## config.mk

```make
export PLATFORM = sky130hd
export DESIGN_NAME = uart_tx_fifo_flat
export DESIGN_NICKNAME = d
export VERILOG_FILES = /design/src/rtl/uart_tx_fifo_if.sv /design/src/rtl/uart_tx_fifo.sv /design/src/flat_wrapper.sv
export SDC_FILE = /design/constraint.sdc
export NUM_CORES = 1
export LEC_CHECK = 0
export BUFFER_PORTS_ARGS = -buffer_cell sky130_fd_sc_hd__buf_2
export CORE_MARGIN = 2
export CORE_UTILIZATION = 35
export DETAILED_ROUTE_END_ITERATION = 6
export PLACE_DENSITY_LB_ADDON = 0.3
export SLEW_MARGIN = 0
export SYNTH_ARGS = -nofsm -noshare
export SYNTH_HDL_FRONTEND = slang
export SYNTH_SLANG_ARGS = --single-unit
export TNS_END_PERCENT = 5
```

## constraint.sdc

```tcl
create_clock -name clk -period 7.8 [get_ports clk]
set_clock_uncertainty 0.2 [all_clocks]
set_input_delay 0.39 -clock clk [delete_from_list [all_inputs] [get_ports clk]]
set_output_delay 0.39 -clock clk [all_outputs]
set_load 0.05 [all_outputs]
```

## src/rtl/uart_tx_fifo_if.sv

```systemverilog
// Producer-side handshake for uart_tx_fifo: the enqueue request and the FIFO status.
// The producer takes the master modport and the transmitter takes the slave modport.
interface uart_tx_fifo_if #(
  parameter int DATA_BITS = 8,
  parameter int FIFO_AW   = 4
);
  logic [DATA_BITS-1:0] data;
  logic                 data_ready;
  logic                 full;
  logic [FIFO_AW:0]     count;
  logic                 idle;

  modport master (output data, data_ready, input full, count, idle);
  modport slave  (input data, data_ready, output full, count, idle);
endinterface

```

## src/rtl/uart_tx_fifo.sv

```systemverilog
// uart_tx_fifo: FIFO-fed UART transmitter with a fixed baud divisor and a
// configurable frame (DATA_BITS payload bits, STOP_BITS stop bits).
// Optional macro UART_TX_PARITY_EN inserts a parity bit after the payload.
// With the macro, PARITY_ODD selects odd parity; without it, PARITY_ODD has no effect.
//
// state    | meaning
// ---------+-----------------------------------------------------------
// S_IDLE   | line high, waiting for a queued word
// S_START  | start bit (low) for CLKS_PER_BIT cycles
// S_DATA   | payload, LSB first, one bit per CLKS_PER_BIT cycles
// S_PARITY | parity bit (only with UART_TX_PARITY_EN)
// S_STOP   | STOP_BITS high bits; on the last cycle, chain to the next queued word
//
// txd and idle are registered from the state held during the previous cycle,
// so the line lags the state machine by one clock.
module uart_tx_fifo #(
  parameter int CLKS_PER_BIT = 234,
  parameter int DATA_BITS    = 8,
  parameter int STOP_BITS    = 1,
  parameter int FIFO_AW      = 4,
  parameter int PARITY_ODD   = 0
) (
  input  logic                clk,
  input  logic                rst_n,
  uart_tx_fifo_if.slave       bus,
  output logic                txd
);
  localparam int DEPTH = 1 << FIFO_AW;
  localparam int TW    = $clog2(CLKS_PER_BIT);
  localparam int IW    = $clog2(DATA_BITS);
  localparam logic [TW-1:0]    BIT_LAST  = TW'(CLKS_PER_BIT - 1);
  localparam logic [IW-1:0]    DATA_LAST = IW'(DATA_BITS - 1);
  localparam logic [IW-1:0]    STOP_LAST = IW'(STOP_BITS - 1);
  localparam logic [FIFO_AW:0] OCC_FULL  = (FIFO_AW + 1)'(DEPTH);

  typedef enum logic [2:0] {
    S_IDLE,
    S_START,
    S_DATA,
`ifdef UART_TX_PARITY_EN
    S_PARITY,
`endif
    S_STOP
  } state_t;

  state_t               state;
  logic [TW-1:0]        timer;
  logic [IW-1:0]        idx;
  logic [DATA_BITS-1:0] shreg;
  logic [DATA_BITS-1:0] mem [DEPTH];
  logic [FIFO_AW-1:0]   wr_ptr;
  logic [FIFO_AW-1:0]   rd_ptr;
  logic [FIFO_AW:0]     occ;
  logic [DATA_BITS-1:0] head;
  logic                 bit_end;
  logic                 empty;
  logic                 full_int;
  logic                 push;
  logic                 pop;
  logic                 idle_q;

`ifdef UART_TX_PARITY_EN
  logic                 par_bit;
`else
  // Keeps the parity-sense parameter referenced when the parity bit is compiled out.
  logic                 unused_parity_odd;
  assign unused_parity_odd = 1'(PARITY_ODD);
`endif

  // Full is judged on the pre-edge occupancy, so a write while full is dropped even on a pop edge.
  always_comb begin
    bit_end  = (timer == BIT_LAST);
    empty    = (occ == '0);
    full_int = (occ == OCC_FULL);
    push     = bus.data_ready && !full_int;
    pop      = !empty && ((state == S_IDLE) ||
                          (state == S_STOP && bit_end && idx == STOP_LAST));
    head     = mem[rd_ptr];
  end

  assign bus.full  = full_int;
  assign bus.count = occ;
  assign bus.idle  = idle_q;

  // FIFO storage; contents need no reset because occupancy gates every read.
  always_ff @(posedge clk) begin
    if (push) mem[wr_ptr] <= bus.data;
  end

  // FIFO pointers wrap naturally; occupancy carries the extra bit that tells full from empty.
  always_ff @(posedge clk or negedge rst_n) begin
    if (!rst_n) begin
      wr_ptr <= '0;
      rd_ptr <= '0;
      occ    <= '0;
    end else begin
      if (push) wr_ptr <= wr_ptr + 1'b1;
      if (pop)  rd_ptr <= rd_ptr + 1'b1;
      case ({push, pop})
        2'b10:   occ <= occ + 1'b1;
        2'b01:   occ <= occ - 1'b1;
        default: occ <= occ;
      endcase
    end
  end

  // Frame sequencer with registered line and idle outputs.
  always_ff @(posedge clk or negedge rst_n) begin
    if (!rst_n) begin
      state  <= S_IDLE;
      timer  <= '0;
      idx    <= '0;
      shreg  <= '0;
      txd    <= 1'b1;
      idle_q <= 1'b1;
`ifdef UART_TX_PARITY_EN
      par_bit <= 1'b0;
`endif
    end else begin
      idle_q <= (state == S_IDLE) && empty;
      case (state)
        S_IDLE: begin
          txd   <= 1'b1;
          timer <= '0;
          idx   <= '0;
          if (pop) begin
            shreg <= head;
`ifdef UART_TX_PARITY_EN
            par_bit <= (^head) ^ 1'(PARITY_ODD);
`endif
            state <= S_START;
          end
        end
        S_START: begin
          txd <= 1'b0;
          if (bit_end) begin
            timer <= '0;
            idx   <= '0;
            state <= S_DATA;
          end else begin
            timer <= timer + 1'b1;
          end
        end
        S_DATA: begin
          txd <= shreg[0];
          if (bit_end) begin
            timer <= '0;
            shreg <= shreg >> 1;
            if (idx == DATA_LAST) begin
              idx <= '0;
`ifdef UART_TX_PARITY_EN
              state <= S_PARITY;
`else
              state <= S_STOP;
`endif
            end else begin
              idx <= idx + 1'b1;
            end
          end else begin
            timer <= timer + 1'b1;
          end
        end
`ifdef UART_TX_PARITY_EN
        S_PARITY: begin
          txd <= par_bit;
          if (bit_end) begin
            timer <= '0;
            state <= S_STOP;
          end else begin
            timer <= timer + 1'b1;
          end
        end
`endif
        S_STOP: begin
          txd <= 1'b1;
          if (bit_end) begin
            timer <= '0;
            if (idx == STOP_LAST) begin
              idx <= '0;
              // Chaining straight into the next start bit leaves no idle gap between frames.
              if (pop) begin
                shreg <= head;
`ifdef UART_TX_PARITY_EN
                par_bit <= (^head) ^ 1'(PARITY_ODD);
`endif
                state <= S_START;
              end else begin
                state <= S_IDLE;
              end
            end else begin
              idx <= idx + 1'b1;
            end
          end else begin
            timer <= timer + 1'b1;
          end
        end
        default: begin
          txd   <= 1'b1;
          state <= S_IDLE;
        end
      endcase
    end
  end
endmodule

```

## src/flat_wrapper.sv

```systemverilog
// flat-port wrapper written by rule: the top's interface ports become plain ports
module uart_tx_fifo_flat 
#(
  parameter int CLKS_PER_BIT = 234,
  parameter int DATA_BITS    = 8,
  parameter int STOP_BITS    = 1,
  parameter int FIFO_AW      = 4,
  parameter int PARITY_ODD   = 0
)
  (clk, rst_n, txd, bus_data, bus_data_ready, bus_full, bus_count, bus_idle);
  uart_tx_fifo_if #(.DATA_BITS(DATA_BITS), .FIFO_AW(FIFO_AW)) bus_i ();
  input  logic clk;
  input  logic rst_n;
  output logic txd;
  input wire logic [$bits(bus_i.data)-1:0] bus_data;
  input wire logic [$bits(bus_i.data_ready)-1:0] bus_data_ready;
  output wire logic [$bits(bus_i.full)-1:0] bus_full;
  output wire logic [$bits(bus_i.count)-1:0] bus_count;
  output wire logic [$bits(bus_i.idle)-1:0] bus_idle;
  assign bus_i.data = bus_data;
  assign bus_i.data_ready = bus_data_ready;
  assign bus_full = bus_i.full;
  assign bus_count = bus_i.count;
  assign bus_idle = bus_i.idle;
  uart_tx_fifo #(.CLKS_PER_BIT(CLKS_PER_BIT), .DATA_BITS(DATA_BITS), .STOP_BITS(STOP_BITS), .FIFO_AW(FIFO_AW), .PARITY_ODD(PARITY_ODD)) u_core (.clk(clk), .rst_n(rst_n), .bus(bus_i), .txd(txd));
endmodule
```

# --- Yosys cells after proc, flatten, opt, wreduce, memory -nomap -nowiden ---
# Memory sizes are Yosys's and may differ from the RTL's.
# Index checks and enable logic that the tools add are counted.
totals:
  inputBits: 11
  mem_bits_rw: 128
  output_inout_bits: 8
  word_cells: 74
  ff_bits: 37
  memories: 1
op_classes:
  n_eq_ne: 14
  addsub: 6
  mux: 25
  reduce_logical: 19
memory_table:
  columns: ["name", "depth", "word_bits", "rd", "rd_ports_with_merged_regs", "write_ports", "line", "rtl"]
  rows:
  - ["u_core.mem", 16, 8, 1, 0, 1, "uart_tx_fifo.sv:50", "logic [DATA_BITS-1:0] mem [DEPTH];"]
op_table:
  columns: ["cell", "count"]
  rows:
  - ["2-to-1 mux 8 bit", 5]
  - ["2-to-1 mux 3 bit", 11]
  - ["one-hot mux 3 bit (4 select lines)", 2]
  - ["one-hot mux 8 bit (3 select lines)", 1]
  - ["one-hot mux 8 bit (2 select lines)", 1]
  - ["inequality test 2 x 1 -> 1 bit (second input constant)", 5]
  - ["one-hot mux 5 bit (2 select lines)", 1]
  - ["adder 4 x 1 -> 4 bit (second input constant)", 2]
  - ["adder 8 x 1 -> 8 bit (second input constant)", 1]
  - ["equality test 8 bit (second input constant)", 1]
  - ["AND reduction 4 bit", 2]
  - ["equality test 3 x 2 -> 1 bit (second input constant)", 2]
  - ["logical NOT 3 bit", 2]
  - ["AND reduction 6 bit", 1]
  - ["adder 5 x 1 -> 5 bit (second input constant)", 1]
  - ["equality test 5 bit (second input constant)", 1]
  - ["logical AND 1 bit", 5]
  - ["logical NOT 5 bit", 1]
  - ["subtractor 5 x 1 -> 5 bit (second input constant)", 1]
  - ["nonzero test 2 bit", 2]
  - ["nonzero test 4 bit", 1]
  - ["adder 3 x 1 -> 3 bit (second input constant)", 1]
  - ["equality test 3 x 1 -> 1 bit (second input constant)", 1]
  - ["equality test 3 bit (second input constant)", 1]
  - ["other kinds (9)", 12]

# --- Logic depth before layout (Yosys ltp) ---
# Gate-level depths: netlist of run 1.
logic_depth:
  ltp_word: 9
  ltp_mapped: 15
  mapped_depth_nobuf: 13

# --- Least setup slack after synthesis of run 1 ---
# Ideal clock, no wire load.
synth_timing:
  kind: "flip-flop to flip-flop"
  from: "reg u_core.occ[2], in the netlist u_core.bus.count[2]"
  to: "reg u_core.occ[4], in the netlist u_core.bus.count[4]"
  n_path_buf: 3
  period_less_slack_ps: 3122
  arrival_ps: 2840
  slack_ps: 4678
  path_stages_with_launch: 16
  path_cell_list: "dfrtp_1 clkbuf_8 nor3_4 nand3b_1 and2_1 clkbuf_1 inv_1 ha_1 clkbuf_1 xor2_1 ha_1 inv_1 o21ai_0 a21o_1 a21oi_1 xor2_1"
synth_via:
  elab_chain_cells: 5
  elab_cells_between_ends: 12
synth_lines:
  columns: ["element", "line", "rtl"]
  rows:
  - ["start: declaration", "uart_tx_fifo.sv:53", "logic [FIFO_AW:0] occ;"]
  - ["start signal: assignment", "uart_tx_fifo.sv:100", "2'b10: occ <= occ + 1'b1;"]
  - ["start signal: assignment", "uart_tx_fifo.sv:101", "2'b01: occ <= occ - 1'b1;"]
  - ["equality test 5 bit or logical NOT 5 bit (tied branches)", "uart_tx_fifo.sv:74, uart_tx_fifo.sv:73", null]
  - ["logical NOT 1 bit, on equally long branches", "uart_tx_fifo.sv:75, uart_tx_fifo.sv:76", null]
  - ["logical AND 1 bit, on equally long branches", "uart_tx_fifo.sv:75, uart_tx_fifo.sv:76", null]
  - ["equality test 2 x 1 -> 1 bit or equality test 2 bit (tied branches)", "uart_tx_fifo.sv:99", "case ({push, pop})"]
  - ["one-hot mux 5 bit (2 select lines) or nonzero test 2 bit (tied branches)", null, null]
# Parallel ways exist; a longest one is shown, timed or not.
# A chain may end at the register's enable or synchronous reset.

# --- Worst setup path after layout of run 1 ---
layout_timing:
  from: "reg u_core.idx[0]"
  to: "reg u_core.occ[4], in the netlist u_core.bus.count[4]"
layout_via:
  elab_chain_cells: 6
  elab_cells_between_ends: 8
layout_lines:
  columns: ["element", "line", "rtl"]
  rows:
  - ["start: declaration", "uart_tx_fifo.sv:48", "logic [IW-1:0] idx;"]
  - ["start signal: assignment", "uart_tx_fifo.sv:157", "idx <= idx + 1'b1;"]
  - ["start signal: assignment", "uart_tx_fifo.sv:191", "idx <= idx + 1'b1;"]
  - ["logical NOT 3 bit *", "uart_tx_fifo.sv:77", "(state == S_STOP && bit_end && idx == STOP_LAST));"]
  - ["logical AND 1 bit *", "uart_tx_fifo.sv:77", null]
  - ["logical OR 1 bit *", "uart_tx_fifo.sv:76", "pop = !empty && ((state == S_IDLE) ||"]
  - ["logical AND 1 bit *", "uart_tx_fifo.sv:76", null]
  - ["equality test 2 x 1 -> 1 bit or equality test 2 bit (tied branches)", "uart_tx_fifo.sv:99", null]
  - ["one-hot mux 5 bit (2 select lines) or nonzero test 2 bit (tied branches)", null, null]
# Every way passes the cells marked *; elsewhere a longest branch is shown, timed or not.

==> impl_metrics.prom, run 1 <==
# TYPE chip_impl_metric gauge
chip_impl_metric{name="global_route.usage.total",unit=""} 0.1381
chip_impl_metric{name="dp_cells",unit=""} 677
chip_impl_metric{name="cts_setup_buffers",unit=""} 0
chip_impl_metric{name="postSynthCellCount",unit=""} 407
chip_impl_metric{name="holdPathStages",unit=""} 1
chip_impl_metric{name="netlist-cell-type-count",unit=""} 47
chip_impl_metric{name="route.vias.total",unit=""} 3498
chip_impl_metric{name="insertedDiodeCount",unit=""} 0
chip_impl_info{name="post-synth-top-count-cell",value="sky130_fd_sc_hd__edfxtp_1"} 1
chip_impl_metric{name="instances_no_fill",unit=""} 710
chip_impl_info{name="synthTopCellsByCount",value="sky130_fd_sc_hd__edfxtp_1 (128), sky130_fd_sc_hd__dfrtp_1 (34), sky130_fd_sc_hd__mux4_2 (32), sky130_fd_sc_hd__nor2_1 (26), sky130_fd_sc_hd__inv_1 (19)"} 1
chip_impl_info{name="hold_path_startpoint",value="bus_data[3]"} 1
chip_impl_metric{name="period_minus_slack",unit="ns"} 3.308
chip_impl_info{name="worst_setup_path_end_kind",value="register"} 1
chip_impl_metric{name="die_height",unit="µm"} 144.7
chip_impl_metric{name="cts_max_path_buffers",unit=""} 2
chip_impl_metric{name="finalWirelength",unit="mm"} 13.07
chip_impl_info{name="hold_class",value="input pin to register"} 1
chip_impl_metric{name="final.setup.tns",unit="ns"} 0
chip_impl_info{name="whs_endpoint",value="u_core.mem[13][3]"} 1
chip_impl_metric{name="insertion_delay",unit="ns"} 0.43
chip_impl_metric{name="vias_per_cell",unit=""} 4.927
chip_impl_info{name="clock_tree.root_cell",value="sky130_fd_sc_hd__clkbuf_16"} 1
chip_impl_metric{name="grt.overflow.total",unit=""} 0
chip_impl_info{name="post_synth_main_area_contributors",value="sky130_fd_sc_hd__edfxtp_1 (55%), sky130_fd_sc_hd__dfrtp_1 (12%), sky130_fd_sc_hd__mux4_2 (10%), sky130_fd_sc_hd__ha_1 (3.1%), sky130_fd_sc_hd__mux2i_1 (2.5%)"} 1
chip_impl_info{name="cts_tree",value="yes"} 1
chip_impl_metric{name="async_flop_share",unit=""} 0.2195
chip_impl_metric{name="synth_enable_flop_cells",unit=""} 128
chip_impl_info{name="rsz0062_at_grt",value="false"} 1
chip_impl_metric{name="relative_slew_slack",unit=""} 0.2840
chip_impl_metric{name="cts-buffers-inserted",unit=""} 17
chip_impl_metric{name="cpPeakStageDelay",unit="ns"} 0.46
chip_impl_info{name="worstReg2RegStart",value="u_core.idx[0]"} 1
chip_impl_metric{name="layout-area-overhead-vs-synth",unit="%"} 13.47
chip_impl_info{name="slowest_cell_on_the_critical_path",value="sky130_fd_sc_hd__o221a_1"} 1
chip_impl_metric{name="grt_max_degree",unit=""} 37
chip_impl_metric{name="postSynthAreaPerCell",unit="µm²"} 17.03
chip_impl_metric{name="drive_above_1_share",unit=""} 0.2270
chip_impl_metric{name="fmax",unit="MHz"} 302.3
chip_impl_metric{name="fp.dieArea",unit="µm²"} 20940
chip_impl_metric{name="ys.warnings.count",unit=""} 0
chip_impl_metric{name="crit_required",unit="ns"} 7.95
chip_impl_info{name="yosys.area.top_type",value="sky130_fd_sc_hd__edfxtp_1"} 1
chip_impl_info{name="critPathLaunchType",value="register"} 1
chip_impl_metric{name="postSynthNetCount",unit=""} 435
chip_impl_metric{name="design.portCount",unit=""} 19
chip_impl_metric{name="cts_repair_resize_count",unit=""} 0
chip_impl_metric{name="floorplan.initialDensity",unit=""} 0.3561
chip_impl_metric{name="route.detailed.drc",unit=""} 0
chip_impl_metric{name="crit_fanout",unit=""} 10
chip_impl_info{name="cp_cell_sequence",value="inv_1, ha_1, or2b_2, nor2_1, o221a_1, ha_1, xor2_1, ha_1, inv_1, o21ai_0, a21o_1, a21oi_1, xor2_1"} 1
chip_impl_info{name="worstReg2RegEnd",value="u_core.bus.count[4]"} 1
chip_impl_metric{name="slew_viol_final",unit=""} 0
chip_impl_metric{name="hpwlAfterDp",unit="mm"} 8.215
chip_impl_metric{name="final-setup-viol-count",unit=""} 0
chip_impl_info{name="synth_flop_type",value="sky130_fd_sc_hd__edfxtp_1"} 1
chip_impl_metric{name="ff2ff_setup_slack",unit="ns"} 4.49
chip_impl_metric{name="power_density_cells",unit="nW/µm²"} 377.7
chip_impl_metric{name="weighted_congestion_at_the_end_of_routability_driven_global_placement",unit=""} 0.7386
chip_impl_metric{name="synth_area",unit="µm²"} 6930
chip_impl_metric{name="ant_nets",unit=""} 0
chip_impl_metric{name="h-tree-depth",unit=""} 4
chip_impl_metric{name="tritoncts_num_sinks",unit=""} 164
chip_impl_metric{name="proportion_of_netlist_area_held_by_the_largest_area_contributor",unit=""} 0.5546
chip_impl_metric{name="dieWidth",unit="µm"} 144.7
chip_impl_metric{name="port_buffers",unit=""} 18
chip_impl_metric{name="grt_first_pass_wirelength",unit="mm"} 20.73
chip_impl_metric{name="tightest_slew",unit="ns"} 1.074
chip_impl_metric{name="first_global_vias",unit=""} 3628
chip_impl_metric{name="finalHoldViolations",unit=""} 0
chip_impl_metric{name="synth_sequential_area_ratio",unit=""} 0.6850
chip_impl_info{name="critical_path.most_common_cell",value="sky130_fd_sc_hd__ha_1"} 1
chip_impl_metric{name="detail_route.first_pass.iterations",unit=""} 4
chip_impl_metric{name="placeableCoreArea",unit="µm²"} 19460
chip_impl_metric{name="cts.hold.buffers_added",unit=""} 1
chip_impl_metric{name="timing.max_cap.violations",unit=""} 0
chip_impl_info{name="start_to_end_type_of_the_worst_setup_path",value="register to register"} 1
chip_impl_info{name="status",value="finished, final reports clean"} 1
chip_impl_metric{name="path_clk_slew",unit="ns"} 0.08
chip_impl_metric{name="worst_r2r_path_depth",unit=""} 13
chip_impl_metric{name="power.leakage",unit="nW"} 2.804
chip_impl_metric{name="initialDrtViolationCount",unit=""} 287
chip_impl_metric{name="irDropWorstVdd",unit="mV"} 0.1698
chip_impl_metric{name="worstPathArrival",unit="ns"} 3.46
chip_impl_metric{name="post-route-period-util",unit=""} 0.4241
chip_impl_metric{name="fin_worst_hold_slack",unit="ns"} 0.1454
chip_impl_metric{name="antenna_found_initial",unit=""} 0
chip_impl_metric{name="ys_ff_latch",unit=""} 164
chip_impl_metric{name="fp-row-count",unit=""} 51
chip_impl_metric{name="drt-wirelength-per-cell",unit="µm"} 18.41
chip_impl_metric{name="nNetsFinal",unit=""} 460
logic make-up (layout without fill, tap and decap cells):
logic type / after synthesis / after routing / share of synthesized area
AOI/OAI and AO/OA: 46 / 46 / 0.04478
xor gates and xnor gates: 18 / 18 / 0.02275
adders and majority gates: 17 / 17 / 0.03069
buffers and inverters: 38 / 76 / 0.02925
DFF: 164 / 164 / 0.6850
muxes: 52 / 52 / 0.1334
and+or+nand+nor: 72 / 72 / 0.05416
worst max-delay path by stage:
stage / start / endpoint / slack (ns) / cells after the start
global route: u_core.timer[1] / u_core.bus.count[4] / 4.21 / 13
floorplan: u_core.bus.count[2] / u_core.bus.count[4] / 4.68 / 15
CTS: u_core.idx[0] / u_core.bus.count[4] / 4.48 / 13
finish: u_core.idx[0] / u_core.bus.count[4] / 4.49 / 13
detailed placement: u_core.idx[0] / u_core.bus.count[4] / 4.51 / 13
global placement: u_core.timer[1] / u_core.bus.count[4] / 4.66 / 13
layout make-up:
| cell class | count | area, µm² |
|---|---|---|
| Timing Repair Buffer | 25 | 145.1 |
| Clock buffer | 17 | 425.4 |
| Multi-Input combinational cell | 205 | 1981 |
| Sequential cell | 164 | 4748 |
| Inverter | 19 | 71.32 |
| Tap cell | 265 | 331.6 |
| Clock inverter | 15 | 161.4 |
| Fill cell | 1769 | 11600 |
cells in the final DEF, fill, tap and decap left out, types with 3 or more instances in the layout:
cell type	instances
sky130_fd_sc_hd__mux2_2	3
sky130_fd_sc_hd__a21o_1	3
sky130_fd_sc_hd__ha_1	17
sky130_fd_sc_hd__mux2i_1	17
sky130_fd_sc_hd__xor2_1	7
sky130_fd_sc_hd__edfxtp_1	128
sky130_fd_sc_hd__nand2_1	15
sky130_fd_sc_hd__inv_6	4
sky130_fd_sc_hd__buf_4	6
sky130_fd_sc_hd__nor3_1	5
sky130_fd_sc_hd__nand3_1	3
sky130_fd_sc_hd__buf_2	18
sky130_fd_sc_hd__clkinv_8	3
sky130_fd_sc_hd__xnor2_1	11
sky130_fd_sc_hd__mux4_2	32
sky130_fd_sc_hd__o22ai_1	8
sky130_fd_sc_hd__o21ai_0	6
sky130_fd_sc_hd__a21oi_1	13
sky130_fd_sc_hd__clkbuf_16	17
sky130_fd_sc_hd__nand3b_1	3
sky130_fd_sc_hd__inv_1	19
sky130_fd_sc_hd__nor2_1	26
sky130_fd_sc_hd__nand2b_1	6
sky130_fd_sc_hd__a211oi_1	7
sky130_fd_sc_hd__inv_8	5
sky130_fd_sc_hd__dfrtp_1	33
layer usage:
metal  vias to the layer above  global-route usage  part of all wire  wire length [µm]
met5                         -                   0                 0                 0
met4                         0             0.04752            0.0047                62
met3                         4             0.03291             0.039               504
met2                        68              0.2250              0.50              6574
met1                      1821              0.1826              0.45              5929
li1                       1605                   -                 -                 -
per-stage QoR:
step | setup WS (ns) | power [W] | utilization | cell area, µm²
2_1_floorplan | 4.678 | 0.001964 | - | 6930
3_3_place_gp | 4.664 | 0.002155 | 0.3734 | 7267
3_5_place_dp | 4.513 | 0.002184 | 0.3734 | 7267
4_1_cts | 4.483 | 0.003007 | 0.4041 | 7864
5_1_grt | 4.206 | 0.003140 | 0.4041 | 7864
6_report | 4.492 | 0.002970 | 0.4041 | 7864
critical path, delay by kind of cell (launching register included):
kind | cells | cell delay [ns]
and+or+nand+nor | 2 | 0.44
xor gates and xnor gates | 2 | 0.26
buffers and inverters | 2 | 0.19
AOI/OAI and AO/OA | 4 | 0.91
adders and majority gates | 3 | 0.82
DFF | 1 | 0.41
power breakdown:
part	internal [W]	switching [W]	leakage [nW]
clock	0.000430	0.000391	0.288
combinational	0.000406	0.000524	0.920
sequential	0.00110	0.000122	1.60
total	0.00193	0.00104	2.80
state kept, by name, indices dropped and copies added (netlist names):
signal / cells
u_core.shreg: 8
u_core.bus.count: 5
u_core.state: 2
u_core.mem: 128
u_core.idx: 3
u_core.bus.idle: 1
u_core.txd: 1
u_core.wr_ptr: 4
u_core.rd_ptr: 4
u_core.timer: 8
Power figures use the tool's default switching activity.
==> inputs of run 2 (changes only) <==
ABC_AREA = 1   (was default)
clock period = 2.8 ns   (was 7.8 ns; I/O delays follow)
==> run 2 against run 1 <==
Against the previous run:
- register-to-register slack got worse by 4.3 ns
- via count rose by 41%
- combinational power fell by 13%
- final area is 9.0% higher
- critical path depth up 5
- synthesized cell count is 84% higher
- routed wire length up 21%
- critical endpoint unchanged
- maximum frequency up 29%
- largest power group unchanged
- clock-buffer cell count rose by 3
- setup slack worse by 4.3 ns
- area after synthesis rose by 7.4%
- worst hold slack gained 0.011 ns
==> impl_metrics.prom, run 2 <==
# TYPE chip_impl_metric gauge
chip_impl_metric{name="p_total",unit="W"} 0.006019
chip_impl_metric{name="finalHoldViolations",unit=""} 0
chip_impl_metric{name="grt_max_degree",unit=""} 71
chip_impl_metric{name="crit_required",unit="ns"} 2.90
chip_impl_metric{name="post_synth_xor_area_fraction",unit=""} 0.01648
chip_impl_metric{name="crit_fanout",unit=""} 7
chip_impl_info{name="post_synth_main_area_contributors",value="sky130_fd_sc_hd__edfxtp_1 (52%), sky130_fd_sc_hd__dfrtp_1 (11%), sky130_fd_sc_hd__nand2_1 (11%), sky130_fd_sc_hd__nand3_1 (6.5%), sky130_fd_sc_hd__inv_1 (4.6%)"} 1
chip_impl_metric{name="largest_register_ff_count",unit=""} 128
chip_impl_metric{name="p_sw_frac",unit=""} 0.2665
chip_impl_metric{name="synth_sequential_area_ratio",unit=""} 0.6379
chip_impl_metric{name="seq_power_share",unit=""} 0.500
chip_impl_metric{name="cts_setup_buffers",unit=""} 0
chip_impl_metric{name="vias_per_cell",unit=""} 4.597
chip_impl_metric{name="placeableCoreArea",unit="µm²"} 20960
chip_impl_metric{name="netlist-cell-type-count",unit=""} 29
chip_impl_metric{name="ys_ff_latch",unit=""} 164
chip_impl_metric{name="synthMuxAreaShare",unit=""} 0
chip_impl_info{name="clock_tree.root_cell",value="sky130_fd_sc_hd__clkbuf_16"} 1
chip_impl_info{name="worst_setup_path_end_kind",value="register"} 1
chip_impl_metric{name="cellInternalPower",unit="W"} 0.004415
chip_impl_metric{name="synth-adder-area-share",unit=""} 0.02858
chip_impl_metric{name="ys.warnings.count",unit=""} 0
chip_impl_info{name="most-common-layout-cells",value="sky130_fd_sc_hd__nand2_1 (224), sky130_fd_sc_hd__edfxtp_1 (128), sky130_fd_sc_hd__nand3_1 (97)"} 1
chip_impl_info{name="post-synth-top-count-cell",value="sky130_fd_sc_hd__nand2_1"} 1
chip_impl_metric{name="hpwlAfterDp",unit="mm"} 10.14
chip_impl_metric{name="dieWidth",unit="µm"} 149.8
chip_impl_info{name="status",value="finished, final reports clean"} 1
chip_impl_info{name="start_to_end_type_of_the_worst_setup_path",value="register to register"} 1
chip_impl_metric{name="total_switching_power",unit="W"} 0.001604
chip_impl_metric{name="insertion_delay",unit="ns"} 0.43
chip_impl_metric{name="ant_nets",unit=""} 0
chip_impl_metric{name="worstPathArrival",unit="ns"} 2.66
chip_impl_metric{name="fp-row-count",unit=""} 53
chip_impl_metric{name="relative_slew_slack",unit=""} 0.4454
chip_impl_metric{name="path_clk_slew",unit="ns"} 0.06
chip_impl_metric{name="placedInstanceArea",unit="µm²"} 7906
chip_impl_metric{name="async_flop_share",unit=""} 0.2195
chip_impl_metric{name="drive_above_1_share",unit=""} 0.1016
chip_impl_metric{name="tritoncts_num_sinks",unit=""} 164
chip_impl_metric{name="design_area",unit="µm²"} 8574
chip_impl_metric{name="share_clk_of_total_power",unit=""} 0.365
chip_impl_info{name="cts_tree",value="yes"} 1
chip_impl_metric{name="worst_r2r_path_depth",unit=""} 18
chip_impl_metric{name="h-tree-depth",unit=""} 4
chip_impl_metric{name="global_route.usage.total",unit=""} 0.1481
chip_impl_metric{name="insertedDiodeCount",unit=""} 0
chip_impl_info{name="worstReg2RegStart",value="u_core.timer[0]"} 1
chip_impl_info{name="synth_top_family_by_area",value="simple AND/OR/NAND/NOR gates"} 1
chip_impl_info{name="hold_class",value="input pin to async pin"} 1
chip_impl_metric{name="postSynthCellCount",unit=""} 748
chip_impl_metric{name="grt.overflow.total",unit=""} 0
chip_impl_info{name="reg.largest.list",value="u_core.mem x128, u_core.shreg x8, u_core.timer x8"} 1
chip_impl_metric{name="compound_cell_area_share_of_the_yosys_netlist",unit=""} 0.02471
chip_impl_info{name="synthTopCellsByCount",value="sky130_fd_sc_hd__nand2_1 (224), sky130_fd_sc_hd__edfxtp_1 (128), sky130_fd_sc_hd__nand3_1 (97), sky130_fd_sc_hd__inv_1 (92), sky130_fd_sc_hd__nor2_1 (60)"} 1
chip_impl_metric{name="power.leakage",unit="nW"} 3.742
chip_impl_metric{name="synthesized_area_fraction_occupied_by_and_or_nand_nor_cells",unit=""} 0.2241
chip_impl_metric{name="postSynthNetCount",unit=""} 776
chip_impl_metric{name="layout.area.seq",unit="µm²"} 4748
chip_impl_metric{name="irDropWorstVdd",unit="mV"} 0.4034
chip_impl_metric{name="postSynthAreaPerCell",unit="µm²"} 9.949
chip_impl_metric{name="floorplan.initialDensity",unit=""} 0.3551
chip_impl_metric{name="finalWirelength",unit="mm"} 15.77
chip_impl_metric{name="route.vias.total",unit=""} 4928
chip_impl_metric{name="timing.max_cap.violations",unit=""} 0
chip_impl_metric{name="drt-wirelength-per-cell",unit="µm"} 14.71
chip_impl_metric{name="proportion_of_netlist_area_held_by_the_largest_area_contributor",unit=""} 0.5165
chip_impl_info{name="slowest_cell_on_the_critical_path",value="sky130_fd_sc_hd__dfrtp_1"} 1
chip_impl_metric{name="ff2ff_setup_slack",unit="ns"} 0.24
chip_impl_metric{name="cts_max_path_buffers",unit=""} 2
chip_impl_info{name="yosys.area.top_type",value="sky130_fd_sc_hd__edfxtp_1"} 1
chip_impl_metric{name="power_density_cells",unit="nW/µm²"} 702.0
chip_impl_metric{name="synth_area",unit="µm²"} 7442
chip_impl_metric{name="antenna_found_initial",unit=""} 0
chip_impl_metric{name="port_buffers",unit=""} 18
chip_impl_info{name="cp_cell_sequence",value="ha_1, nand2_1, nor2_1, nand2_2, nand2_4, nand2_4, inv_1, ha_4, xor2_2, ha_1, a21oi_1, inv_1, nand3_1, nand2_1, nand2_1, nand2_1, nand2_1, o21ai_0"} 1
chip_impl_metric{name="cpPeakStageDelay",unit="ns"} 0.43
chip_impl_metric{name="first_global_vias",unit=""} 4860
chip_impl_metric{name="fmax",unit="MHz"} 390.8
chip_impl_metric{name="tightest_slew",unit="ns"} 0.8320
chip_impl_metric{name="route.detailed.drc",unit=""} 0
chip_impl_metric{name="layout-area-overhead-vs-synth",unit="%"} 15.22
chip_impl_info{name="register_name_with_the_most_flops",value="u_core.mem"} 1
chip_impl_metric{name="initialDrtViolationCount",unit=""} 281
chip_impl_metric{name="cts-buffers-inserted",unit=""} 17
chip_impl_metric{name="period_minus_slack",unit="ns"} 2.559
chip_impl_metric{name="nNetsFinal",unit=""} 814
chip_impl_metric{name="design.portCount",unit=""} 19
chip_impl_metric{name="final-setup-viol-count",unit=""} 0
chip_impl_metric{name="slew_viol_final",unit=""} 0
chip_impl_info{name="critPathLaunchType",value="register"} 1
chip_impl_metric{name="power.share.combinational",unit=""} 0.135
chip_impl_info{name="worstReg2RegEnd",value="u_core.bus.count[4]"} 1
chip_impl_metric{name="synth_enable_flop_cells",unit=""} 128
chip_impl_info{name="synth_flop_type",value="sky130_fd_sc_hd__edfxtp_1"} 1
chip_impl_metric{name="weighted_congestion_at_the_end_of_routability_driven_global_placement",unit=""} 0.8119
chip_impl_info{name="rsz0062_at_grt",value="false"} 1
chip_impl_metric{name="layout.filler_cells",unit=""} 2096
chip_impl_metric{name="post-route-period-util",unit=""} 0.9139
chip_impl_metric{name="die_height",unit="µm"} 149.8
chip_impl_info{name="critical_path.most_common_cell",value="sky130_fd_sc_hd__nand2_1"} 1
chip_impl_metric{name="grt_first_pass_wirelength",unit="mm"} 25.07
chip_impl_metric{name="final.setup.tns",unit="ns"} 0
chip_impl_metric{name="fp.dieArea",unit="µm²"} 22450
chip_impl_metric{name="detail_route.first_pass.iterations",unit=""} 5
chip_impl_metric{name="multi_input_gate_area_in_the_final_layout",unit="µm²"} 2207
chip_impl_info{name="layout.cells.most_common",value="sky130_fd_sc_hd__nand2_1"} 1
-- run 2: changes by cell type in the layout (fill, tap and decap cells not counted), moves of 9 or more --
cell / delta
sky130_fd_sc_hd__nand2_1: +209
sky130_fd_sc_hd__buf_4: +9
sky130_fd_sc_hd__mux4_2: -32
sky130_fd_sc_hd__inv_1: +72
sky130_fd_sc_hd__nor2_1: +34
sky130_fd_sc_hd__o21ai_0: +12
sky130_fd_sc_hd__mux2i_1: -17
sky130_fd_sc_hd__nand3_1: +94
sky130_fd_sc_hd__dlygate4sd3_1: +9
-- run 2: metal layers --
layer / wire (µm) / track usage / part of all wire
met1: 7138 / 0.1823 / 0.45
met2: 7884 / 0.2527 / 0.50
met3: 321 / 0.02409 / 0.020
met4: 430 / 0.07311 / 0.027
met5: 0 / 0 / 0
-- run 2: timing repair --
action	in CTS	in global routing
endpoints found under the hold margin	163	0
hold buffers	10	0
endpoints found under the setup margin	0	2
gates resized for setup	0	4
-- run 2: final cells by class --
type / count / area share
sequential: 164 / 0.5538
multi-input combinational: 460 / 0.2574
tap: 275 / 0.04013
inverter: 97 / 0.04246
clock inverter: 10 / 0.01299
timing repair buffer: 46 / 0.04232
clock buffer: 20 / 0.05093
-- run 2: stage by stage --
| step | hold slack, ns | setup WS, ns | utilization | std cells |
|---|---|---|---|---|
| after floorplan | -0.3556 | 0.09576 | - | 748 |
| after global placement | 0.09167 | 0.1284 | 0.3773 | 1032 |
| after detailed placement | 0.1023 | 0.07324 | 0.3773 | 1032 |
| after CTS | 0.1847 | 0.05210 | 0.4082 | 1072 |
| after global routing | 0.2456 | 0.01300 | 0.4092 | 1072 |
| final | 0.1565 | 0.2410 | 0.4092 | 1072 |
-- run 2: how the worst max path moves through the flow --
| stage | from | end | slack [ns] | cells after the start |
|---|---|---|---|---|
| CTS | u_core.state[0] | u_core.bus.count[4] | 0.05 | 19 |
| detailed placement | u_core.state[0] | u_core.bus.count[4] | 0.07 | 19 |
| finish | u_core.timer[0] | u_core.bus.count[4] | 0.24 | 18 |
| global placement | u_core.state[0] | u_core.bus.count[4] | 0.13 | 19 |
| floorplan | u_core.bus.count[2] | u_core.bus.count[4] | 0.1 | 18 |
| global route | u_core.state[0] | u_core.bus.count[4] | 0.01 | 19 |
-- run 2: power by group through the flow --
stage,clock network (W),logic (W),registers [W]
3_3_place_gp,0,0.000800,0.00305
6_report,0.00220,0.000811,0.00301
4_1_cts,0.00223,0.000820,0.00301
3_5_place_dp,0,0.000807,0.00306
5_1_grt,0.00233,0.000910,0.00304
2_1_floorplan,0,0.000420,0.00316
-- run 2: cells by family after synthesis --
logic type	count (synthesis)
buffers and inverters	124
and+or+nand+nor	396
xor gates and xnor gates	14
adders and majority gates	17
DFF	164
AOI/OAI and AO/OA	33
-- run 2: worst max-delay path, delay by kind of cell (launching register included) --
family          cells  cell delay, ns
simple gates       10            0.71
buf+inv             2            0.16
compound gates      2            0.18
fa+ha+maj           3            0.60
xor+xnor            1            0.16
flops               1            0.43
